<file path="config.mk">
export PLATFORM = sky130hd
export DESIGN_NAME = cam_multibank_capture
export DESIGN_NICKNAME = d
export VERILOG_FILES = /design/src/rtl/cam_multibank_capture.sv
export SDC_FILE = /design/constraint.sdc
export NUM_CORES = 1
export LEC_CHECK = 0
export BUFFER_PORTS_ARGS = -buffer_cell sky130_fd_sc_hd__buf_4
export CORE_UTILIZATION = 60
export DETAILED_ROUTE_END_ITERATION = 10
export PLACE_DENSITY = 0.85
export SYNTH_ARGS = -nofsm -noshare
export SYNTH_HDL_FRONTEND = slang
export SYNTH_SLANG_ARGS = --single-unit
</file>
<file path="constraint.sdc">
create_clock -name PCLKI -period 7.95 [get_ports PCLKI]
set_input_delay 0.3975 -clock PCLKI [delete_from_list [all_inputs] [get_ports PCLKI]]
set_output_delay 0.3975 -clock PCLKI [all_outputs]
set_load 0.02 [all_outputs]
</file>
<file path="src/rtl/cam_multibank_capture.sv">
// cam_multibank_capture: packs camera pixels into words and writes them round-robin into NBANKS RAM banks,
// holding each closed bank until the host releases it and dropping words rather than overwriting.
module cam_multibank_capture #(
    parameter int PIX_W   = 8,
    parameter int WORD_W  = 32,
    parameter int NBANKS  = 4,
    parameter int BANK_AW = 9,
    parameter bit VS_POL  = 1'b1,
    parameter bit HR_POL  = 1'b1
) (
    input  logic                      PCLKI,
    input  logic                      WBs_RST_i,
    input  logic                      VSYNCI,
    input  logic                      HREFI,
    input  logic [PIX_W-1:0]          PIX_DAT_i,
    input  logic                      cap_en_i,
    input  logic [NBANKS-1:0]         bank_rel_i,
    input  logic                      ovf_clr_i,
    output logic [BANK_AW-1:0]        ram_wa_o,
    output logic [WORD_W-1:0]         ram_wd_o,
    output logic [NBANKS-1:0]         ram_we_o,
    output logic [NBANKS-1:0]         bank_full_o,
    output logic [$clog2(NBANKS)-1:0] cur_bank_o,
    output logic [15:0]               frame_cnt_o,
    output logic [15:0]               line_cnt_o,
    output logic                      ovf_o
);
    localparam int PPW = WORD_W / PIX_W;
    localparam int PCW = PPW > 1 ? $clog2(PPW) : 1;

    typedef enum logic [1:0] {IDLE, ARM, CAPT, DROP} state_t;
    state_t st, st_nxt;

    logic vs, hr, vs_q, hr_q, fs, fe, le, cap_st, active, pix_ok, last;
    logic word_done, partial, tgt_full, wr, drop, adv;
    logic [PCW-1:0]     pix_cnt;
    logic [WORD_W-1:0]  wbuf, buf_nxt, wr_word;
    logic [BANK_AW-1:0] wa;
    logic [NBANKS-1:0]  set_mask;

    assign vs        = VSYNCI ~^ VS_POL;
    assign hr        = HREFI ~^ HR_POL;
    assign cap_st    = (st == CAPT) || (st == DROP);
    assign fs        = vs & ~vs_q;
    assign fe        = cap_st & vs_q & ~vs;
    assign le        = hr_q & ~hr & vs;
    // the pixel coinciding with the frame-start edge already belongs to the captured frame
    assign active    = cap_st | ((st == ARM) & fs & cap_en_i);
    assign pix_ok    = active & vs & hr;
    assign last      = pix_cnt == PCW'(PPW - 1);
    assign word_done = pix_ok & last;
    assign partial   = pix_cnt != '0;
    assign tgt_full  = bank_full_o[cur_bank_o];
    assign buf_nxt   = wbuf | (WORD_W'(PIX_DAT_i) << (PIX_W * (PPW - 1 - int'(pix_cnt))));
    assign wr_word   = fe ? wbuf : buf_nxt;
    assign wr        = (word_done | (fe & partial)) & ~tgt_full;
    assign drop      = (word_done | (fe & partial)) & tgt_full;
    // a bank closes on address wrap, or at frame end unless it is still empty
    assign adv       = (wr & (&wa)) | (fe & (wr | (wa != '0)));
    assign set_mask  = adv ? NBANKS'(1) << cur_bank_o : '0;

    always_comb begin
        st_nxt = st;
        unique case (st)
            IDLE:    st_nxt = cap_en_i ? ARM : IDLE;
            ARM:     st_nxt = (fs && cap_en_i) ? CAPT : ARM;
            CAPT:    st_nxt = fe ? ARM : (word_done && tgt_full) ? DROP : CAPT;
            DROP:    st_nxt = fe ? ARM : (word_done && !tgt_full) ? CAPT : DROP;
            default: st_nxt = IDLE;
        endcase
    end

    always_ff @(posedge PCLKI or posedge WBs_RST_i)
        if (WBs_RST_i) st <= IDLE;
        else st <= st_nxt;

    always_ff @(posedge PCLKI or posedge WBs_RST_i)
        if (WBs_RST_i) begin
            vs_q        <= 1'b0;
            hr_q        <= 1'b0;
            pix_cnt     <= '0;
            wbuf        <= '0;
            wa          <= '0;
            ram_wa_o    <= '0;
            ram_wd_o    <= '0;
            ram_we_o    <= '0;
            bank_full_o <= '0;
            cur_bank_o  <= '0;
            frame_cnt_o <= '0;
            line_cnt_o  <= '0;
            ovf_o       <= 1'b0;
        end else begin
            vs_q        <= vs;
            hr_q        <= hr;
            ram_we_o    <= wr ? NBANKS'(1) << cur_bank_o : '0;
            ram_wa_o    <= wr ? wa : ram_wa_o;
            ram_wd_o    <= wr ? wr_word : ram_wd_o;
            wa          <= adv ? '0 : wr ? wa + 1'b1 : wa;
            cur_bank_o  <= adv ? cur_bank_o + 1'b1 : cur_bank_o;
            bank_full_o <= (bank_full_o & ~bank_rel_i) | set_mask;
            ovf_o       <= drop | (ovf_o & ~ovf_clr_i);
            frame_cnt_o <= fe ? frame_cnt_o + 16'd1 : frame_cnt_o;
            line_cnt_o  <= fs ? 16'd0 : (cap_st && le) ? line_cnt_o + 16'd1 : line_cnt_o;
            if (!active || fe) begin
                pix_cnt <= '0;
                wbuf    <= '0;
            end else if (pix_ok) begin
                pix_cnt <= last ? '0 : pix_cnt + 1'b1;
                wbuf    <= last ? '0 : buf_nxt;
            end
        end
endmodule

</file>
==> summary.md, run 1 <==
| Metric | Value |
|---|---|
| Initial antenna violation count | 0 |
| Die X | 98.9 um |
| Pre-antenna DRT Iters | 7 |
| CTS tree | yes |
| Worst Setup End Kind | register |
| TNS Setup | 0 ns |
| Synth area leaders | dfrtp_1, a21oi_1, nand2_1, nor2_1, o21ai_0 |
| Place WS | 5.22 ns |
| Crit path largest cell delay | 0.80 ns |
| # setup viols final | 0 |
| Cell area after layout | 7030 sq um |
| Period minus WS final | 2.87 ns |
| Cts repair resizes | 0 |
| Root Buffer Master | clkbuf_8 |
| Sequential share of power | 0.424 |
| Sw Ratio | 0.270 |
| Final Skew | 0.00554 ns |
| Register area share after synthesis | 0.582 |
| Psw | 0.000481 W |
| Share of layout cells above drive strength 1 | 0.216 |
| Logic pwr share | 0.131 |
| Nets | 693 |
| Share of the synthesized area in the top cell type | 0.582 |
| Vias in the first global route | 4534 |
| R2r endpoint | cur_bank_o[1] |
| Placed Area | 6410 sq um |
| Syn Nets | 599 |
| Startpoint types | register |
| Hold_sp | HREFI |
| Finished Layout Cells | 785 |
| Clock latency on the worst-skew pair | 0.52 ns |
| R2R cell count | 7 |
| CTS max path bufs | 2 |
| Max-cap violations | 0 |
| Crit Path Max Fanout | 16 |
| Initial DRC Count | 343 |
| Final Hold Fails | 0 |
| Worst EP arrival | 3.27 ns |
| Largest net degree at the start of global routing | 83 |
| Via density | 5.83 |
| Post-route DRC violation count | 0 |
| Pins Over Slew Limit | 0 |
| Post-Syn Area | 5630 sq um |
| VDD IR max | 0.156 mV |
| Worst Path Class, Setup | register to register |
| R2R setup slack | 5.08 ns |
| # rows | 34 |
| Yosys reg bits | 131 |
| Multi-input logic area | 2150 sq um |
| First-pass GRT wire length | 22.1 mm |
| Core area | 8890 sq um |
| Placed cell count | 752 |
| Antenna diodes | 0 |
| Power Dens Cells | 253 nW/um^2 |
| Area Overhead vs Synth | 25.0% |
| Final WS setup | 5.08 ns |
| Postcts setup bufs | 0 |
| Slew margin rel. | 0.273 |
| Met2 wire length | 6.67 mm |
| Port bufs | 101 |
| Cell depth of the worst hold path | 1 |
| Fillers | 555 |
| Routed met1 length | 5.51 mm |
| Total global routing overflow | 0 |
| Max Freq | 0.349 GHz |
| Post-synth ARST share | 1.00 |
| Io pins | 102 |
| Clock network power share | 0.445 |
| Via Count | 4579 |
| Int Power | 0.00130 W |
| Final wirelength | 13.2 mm |
| Lkg Pwr | 3.44 nW |
| Initial core utilization | 0.633 |
| Number of CTS-inserted buffers | 17 |
| Synth area leader | dfrtp_1 |
| Number of flops mapped to enable cells by yosys | 0 |
| DR top layer | met4 |
| Clk pin slew, worst setup/hold paths | 0.06 ns |
| HP Class | input pin to register |
| DR WL/cell | 16.8 um |
| Ys flop type | dfrtp_1 |
| RSZ-0062 raised after global routing | no |
| Register area | 3280 sq um |
| Crit path max-delay cell type | nor2_1 |
| Syn avg cell area | 9.87 sq um |
| DIE AREA | 9770 sq um |
| Layout Utilization | 0.791 |
| Status | finished, final reports clean |
| Worst path required time | 8.35 ns |
| Total track usage | 0.290 |
| Mapped Cells | 570 |
| Slew @ Worst Pin | 1.09 ns |
| Critical path's top delay family | simple AND/OR/NAND/NOR gates |
| Distinct cell type count after synthesis | 42 |
| Leading cell type by number of instances after synthesis | dfrtp_1 |
| Fin crit share | 0.361 |
| H-tree levels | 4 |
| Die Height | 98.9 um |
| Met3 Wirelength | 747 um |
| Dpl hpwl | 8.42 mm |
| Syn. warnings | 0 |
| GP Congestion | 0.813 |
| Clk sinks | 131 |
| Crit-path cells | inv_1 > ha_1 > nor4bb_1 > a211oi_2 > nor2_1 > a22oi_2 > mux2_2 |
| Post-CTS Hold Fix Bufs | 1 |
| Crit path buf inv count | 1 |
| Antenna viol nets, final | 0 |
| Synth cell count leaders | dfrtp_1, nand2_1, a21oi_1, nor2_1, o21ai_0 |
| Worst flop-to-flop path startpoint | pix_cnt[0] |
| Hold Path End | hr_q |
layer usage:
metal,GRT usage,vias up
met5,0,-
met4,0.124,0
met3,0.0631,32
met2,0.464,204
met1,0.387,2222
li1,-,2121
power groups by stage:
| stage | logic, W | clock network, W | registers, W |
|---|---|---|---|
| floorplan | 0.000112 | 0 | 0.000786 |
| global placement | 0.000219 | 0 | 0.000759 |
| detailed placement | 0.000227 | 0 | 0.000764 |
| CTS | 0.000234 | 0.000795 | 0.000754 |
| global route | 0.000255 | 0.000827 | 0.000761 |
| finish | 0.000233 | 0.000792 | 0.000755 |
worst register-to-register path, delay by kind of cell, from the launching register on:
kind | cells | cell delay [ns]
compound gates | 2 | 0.45
fa+ha+maj | 1 | 0.21
simple gates | 2 | 1.19
buf+inv | 1 | 0.12
mux | 1 | 0.35
flops | 1 | 0.44
worst max path at each step:
stage	start	endpoint	slack, ns	cells after the start
after CTS	pix_cnt[0]	cur_bank_o[1]	5.16	7
after global placement	pix_cnt[0]	cur_bank_o[1]	5.39	7
after floorplan	WBs_RST_i	bank_full_o[0]	4.05	1
final	pix_cnt[0]	cur_bank_o[1]	5.08	7
after detailed placement	pix_cnt[0]	cur_bank_o[1]	5.22	7
after global routing	pix_cnt[1]	cur_bank_o[1]	4.97	7
cell type report:
cell class | count | area share
clock buffers | 20 | 0.0648
clock inverters | 12 | 0.0221
multi-input cells | 390 | 0.305
flip-flops and latches | 131 | 0.466
repair buffers | 104 | 0.111
well taps | 108 | 0.0192
inverters | 20 | 0.0110
state kept, by name, indices dropped and copies added (netlist names), 4 cells and up:
register	cells
bank_full_o	4
frame_cnt_o	16
line_cnt_o	16
ram_wa_o	9
ram_wd_o	32
ram_we_o	4
wa	9
wbuf	32
metrics by stage:
step,hold WS [ns],total power [W]
detailed placement,0.464,0.000991
floorplan,0.429,0.000899
global placement,0.460,0.000978
global route,0.0378,0.00184
CTS,0.0334,0.00178
finish,0.0452,0.00178
placed cells by master (no fill, tap or decap), types with 2 or more instances in the layout:
cell	netlist	layout
a21oi_1	73	73
and2_1	4	4
and3_1	11	11
and4_1	4	4
and4b_1	4	4
buf_4	0	103
bufinv_16	0	3
clkbuf_16	0	16
clkbuf_8	0	4
clkinv_2	0	3
clkinv_4	0	4
clkinvlp_4	0	2
dfrtp_1	131	131
ha_1	11	11
inv_1	20	19
mux2_2	3	3
nand2_1	77	77
nand3_1	15	15
nand4_1	4	4
nand4b_1	6	6
nor2_1	70	70
nor3_1	7	7
nor4_1	2	2
o21ai_0	45	45
o22ai_1	6	6
or2_2	1	2
xnor2_1	17	17
xor2_1	14	14
logic make-up after synthesis:
| logic type | share of synthesized area |
|---|---|
| XOR/XNOR | 0.0482 |
| flip-flops | 0.582 |
| buffers and inverters | 0.0358 |
| multiplexers | 0.0100 |
| AND/OR/NAND/NOR | 0.173 |
| AO/OA/AOI/OAI | 0.126 |
| adder cells (fa/ha/maj) | 0.0245 |
Power figures use the tool's default switching activity.
==> run 2: changes to the inputs <==
- CORE_UTILIZATION: 60 -> 50
- PLACE_DENSITY: 0.85 -> 0.76
- clock period: 7.95 -> 2.5 ns (I/O delays scaled with it)
==> summary.md, run 2 (same netlist as run 1, synthesis figures left out) <==
| Metric | Value |
|---|---|
| Io pins | 102 |
| # rows | 38 |
| Int Power | 0.00442 W |
| Commonest non-fill, non-tap cell in the layout | dfrtp_1 |
| Power Dens Cells | 800 nW/um^2 |
| Sw Ratio | 0.253 |
| CTS tree | yes |
| RSZ-0062 raised after global routing | no |
| R2r endpoint | wa[7] |
| Worst path most repeated cell | and3_1 |
| Crit path max-delay cell type | or4_4 |
| H-tree levels | 4 |
| Final wirelength | 13.0 mm |
| Layout Utilization | 0.678 |
| Crit-path cells | ha_1 > and3_1 > and3_1 > and3_1 > ha_1 > or4_4 > a21oi_2 |
| Initial core utilization | 0.517 |
| Worst flop-to-flop path startpoint | wa[0] |
| R2R cell count | 7 |
| Initial DRC Count | 330 |
| Crit path largest cell delay | 0.56 ns |
| Lkg Pwr | 3.58 nW |
| Clock latency on the worst-skew pair | 0.52 ns |
| Vias in the first global route | 4507 |
| Pins Over Slew Limit | 0 |
| Period minus WS final | 2.32 ns |
| TNS Setup | 0 ns |
| Status | finished, final reports clean |
| # setup viols final | 0 |
| HP Class | input pin to register |
| Clk sinks | 131 |
| Levels on crit path | 7 |
| Antenna viol nets, final | 0 |
| Die X | 108 um |
| Most frequent cells in the layout | dfrtp_1, buf_4, nand2_1 |
| GP Congestion | 0.829 |
| Startpoint types | register |
| Share of layout cells above drive strength 1 | 0.220 |
| Postcts setup bufs | 0 |
| Total global routing overflow | 0 |
| Hold_sp | bank_rel_i[2] |
| Placed Area | 6550 sq um |
| Post-route DRC violation count | 0 |
| Fin crit share | 0.929 |
| Area Overhead vs Synth | 31.3% |
| Root Buffer Master | clkbuf_8 |
| Max-cap violations | 0 |
| Dpl hpwl | 8.73 mm |
| Largest net degree at the start of global routing | 89 |
| Finished Layout Cells | 843 |
| Clock network power share | 0.465 |
| Port bufs | 101 |
| Cell depth of the worst hold path | 3 |
| Die Height | 108 um |
| R2R setup slack | 0.18 ns |
| Core area | 10900 sq um |
| Largest registers | ram_wd_o: 32 flops, wbuf: 32 flops |
| Worst path required time | 2.95 ns |
| Total track usage | 0.245 |
| Max Freq | 0.431 GHz |
| Psw | 0.00149 W |
| Cell area after layout | 7390 sq um |
| Via density | 5.39 |
| Nets | 719 |
| Placed cell count | 794 |
| Slew @ Worst Pin | 0.873 ns |
| Clk pin slew, worst setup/hold paths | 0.06 ns |
| Worst Setup End Kind | register |
| Antenna diodes | 0 |
| DIE AREA | 11700 sq um |
| Worst EP arrival | 2.77 ns |
| CTS max path bufs | 2 |
| Number of CTS-inserted buffers | 17 |
| Crit Path Max Fanout | 10 |
| VDD IR max | 0.437 mV |
| Crit path buf inv count | 0 |
| Initial antenna violation count | 0 |
| First-pass GRT wire length | 21.9 mm |
| Via Count | 4545 |
| Slew margin rel. | 0.417 |
| Final Skew | 0.00592 ns |
| Critical path's top delay family | simple AND/OR/NAND/NOR gates |
| DR WL/cell | 15.5 um |
| Final Hold Fails | 0 |
| Sequential share of power | 0.405 |
| Hold Slack | 0.325 ns |
| Worst Path Class, Setup | register to register |
| Hold Path End | bank_full_o[2] |
| Pre-antenna DRT Iters | 5 |
| Logic pwr share | 0.130 |
-- run 2: layout make-up --
cell class                      instances  area (sq um)
Multi-Input combinational cell        390          2150
Timing Repair Buffer                  130          1040
Sequential cell                       131          3280
Inverter                               20          78.8
Clock inverter                         13           231
Tap cell                              140           175
Fill cell                             840          3500
Clock buffer                           19           432
-- run 2: power groups by stage --
| stage | Clock [W] | Sequential, W | Combinational, W |
|---|---|---|---|
| floorplan | 0 | 0.00250 | 0.000358 |
| global placement | 0 | 0.00242 | 0.000728 |
| detailed placement | 0 | 0.00243 | 0.000748 |
| CTS | 0.00278 | 0.00239 | 0.000779 |
| global route | 0.00289 | 0.00242 | 0.000852 |
| finish | 0.00275 | 0.00239 | 0.000770 |
-- run 2: per-layer routing --
layer / share of wire / wire length, um / GRT usage
met1: 0.42 / 5430 / 0.299
met2: 0.52 / 6750 / 0.419
met3: 0.047 / 608 / 0.0561
met4: 0.020 / 258 / 0.0998
met5: 0 / 0 / 0
-- run 2: worst max path at each step --
| stage | startpoint | endpoint | slack, ns |
|---|---|---|---|
| after floorplan | wa[0] | cur_bank_o[1] | 0.20 |
| after global placement | wa[0] | wa[7] | 0.27 |
| after detailed placement | wa[0] | wa[7] | 0.19 |
| after CTS | wa[0] | wa[7] | 0.19 |
| after global routing | wa[0] | wa[7] | 0.04 |
| final | wa[0] | wa[7] | 0.18 |
-- run 2: per-stage QoR --
stage	setup slack (ns)	power, W
2_1_floorplan	0.201	0.00286
3_3_place_gp	0.266	0.00315
3_5_place_dp	0.193	0.00318
6_report	0.177	0.00591
5_1_grt	0.0351	0.00616
4_1_cts	0.188	0.00595
-- run 2: timing repair --
| item | CTS | global route |
|---|---|---|
| hold endpoints to repair | 93 | 0 |
| resized for setup | 0 | 0 |
| hold buffers | 17 | 0 |
-- run 2: worst min-delay path: stages --
cell and delay, ns:
dlygate4sd3_1 0.52, buf_4 0.09, o22ai_1 0.06
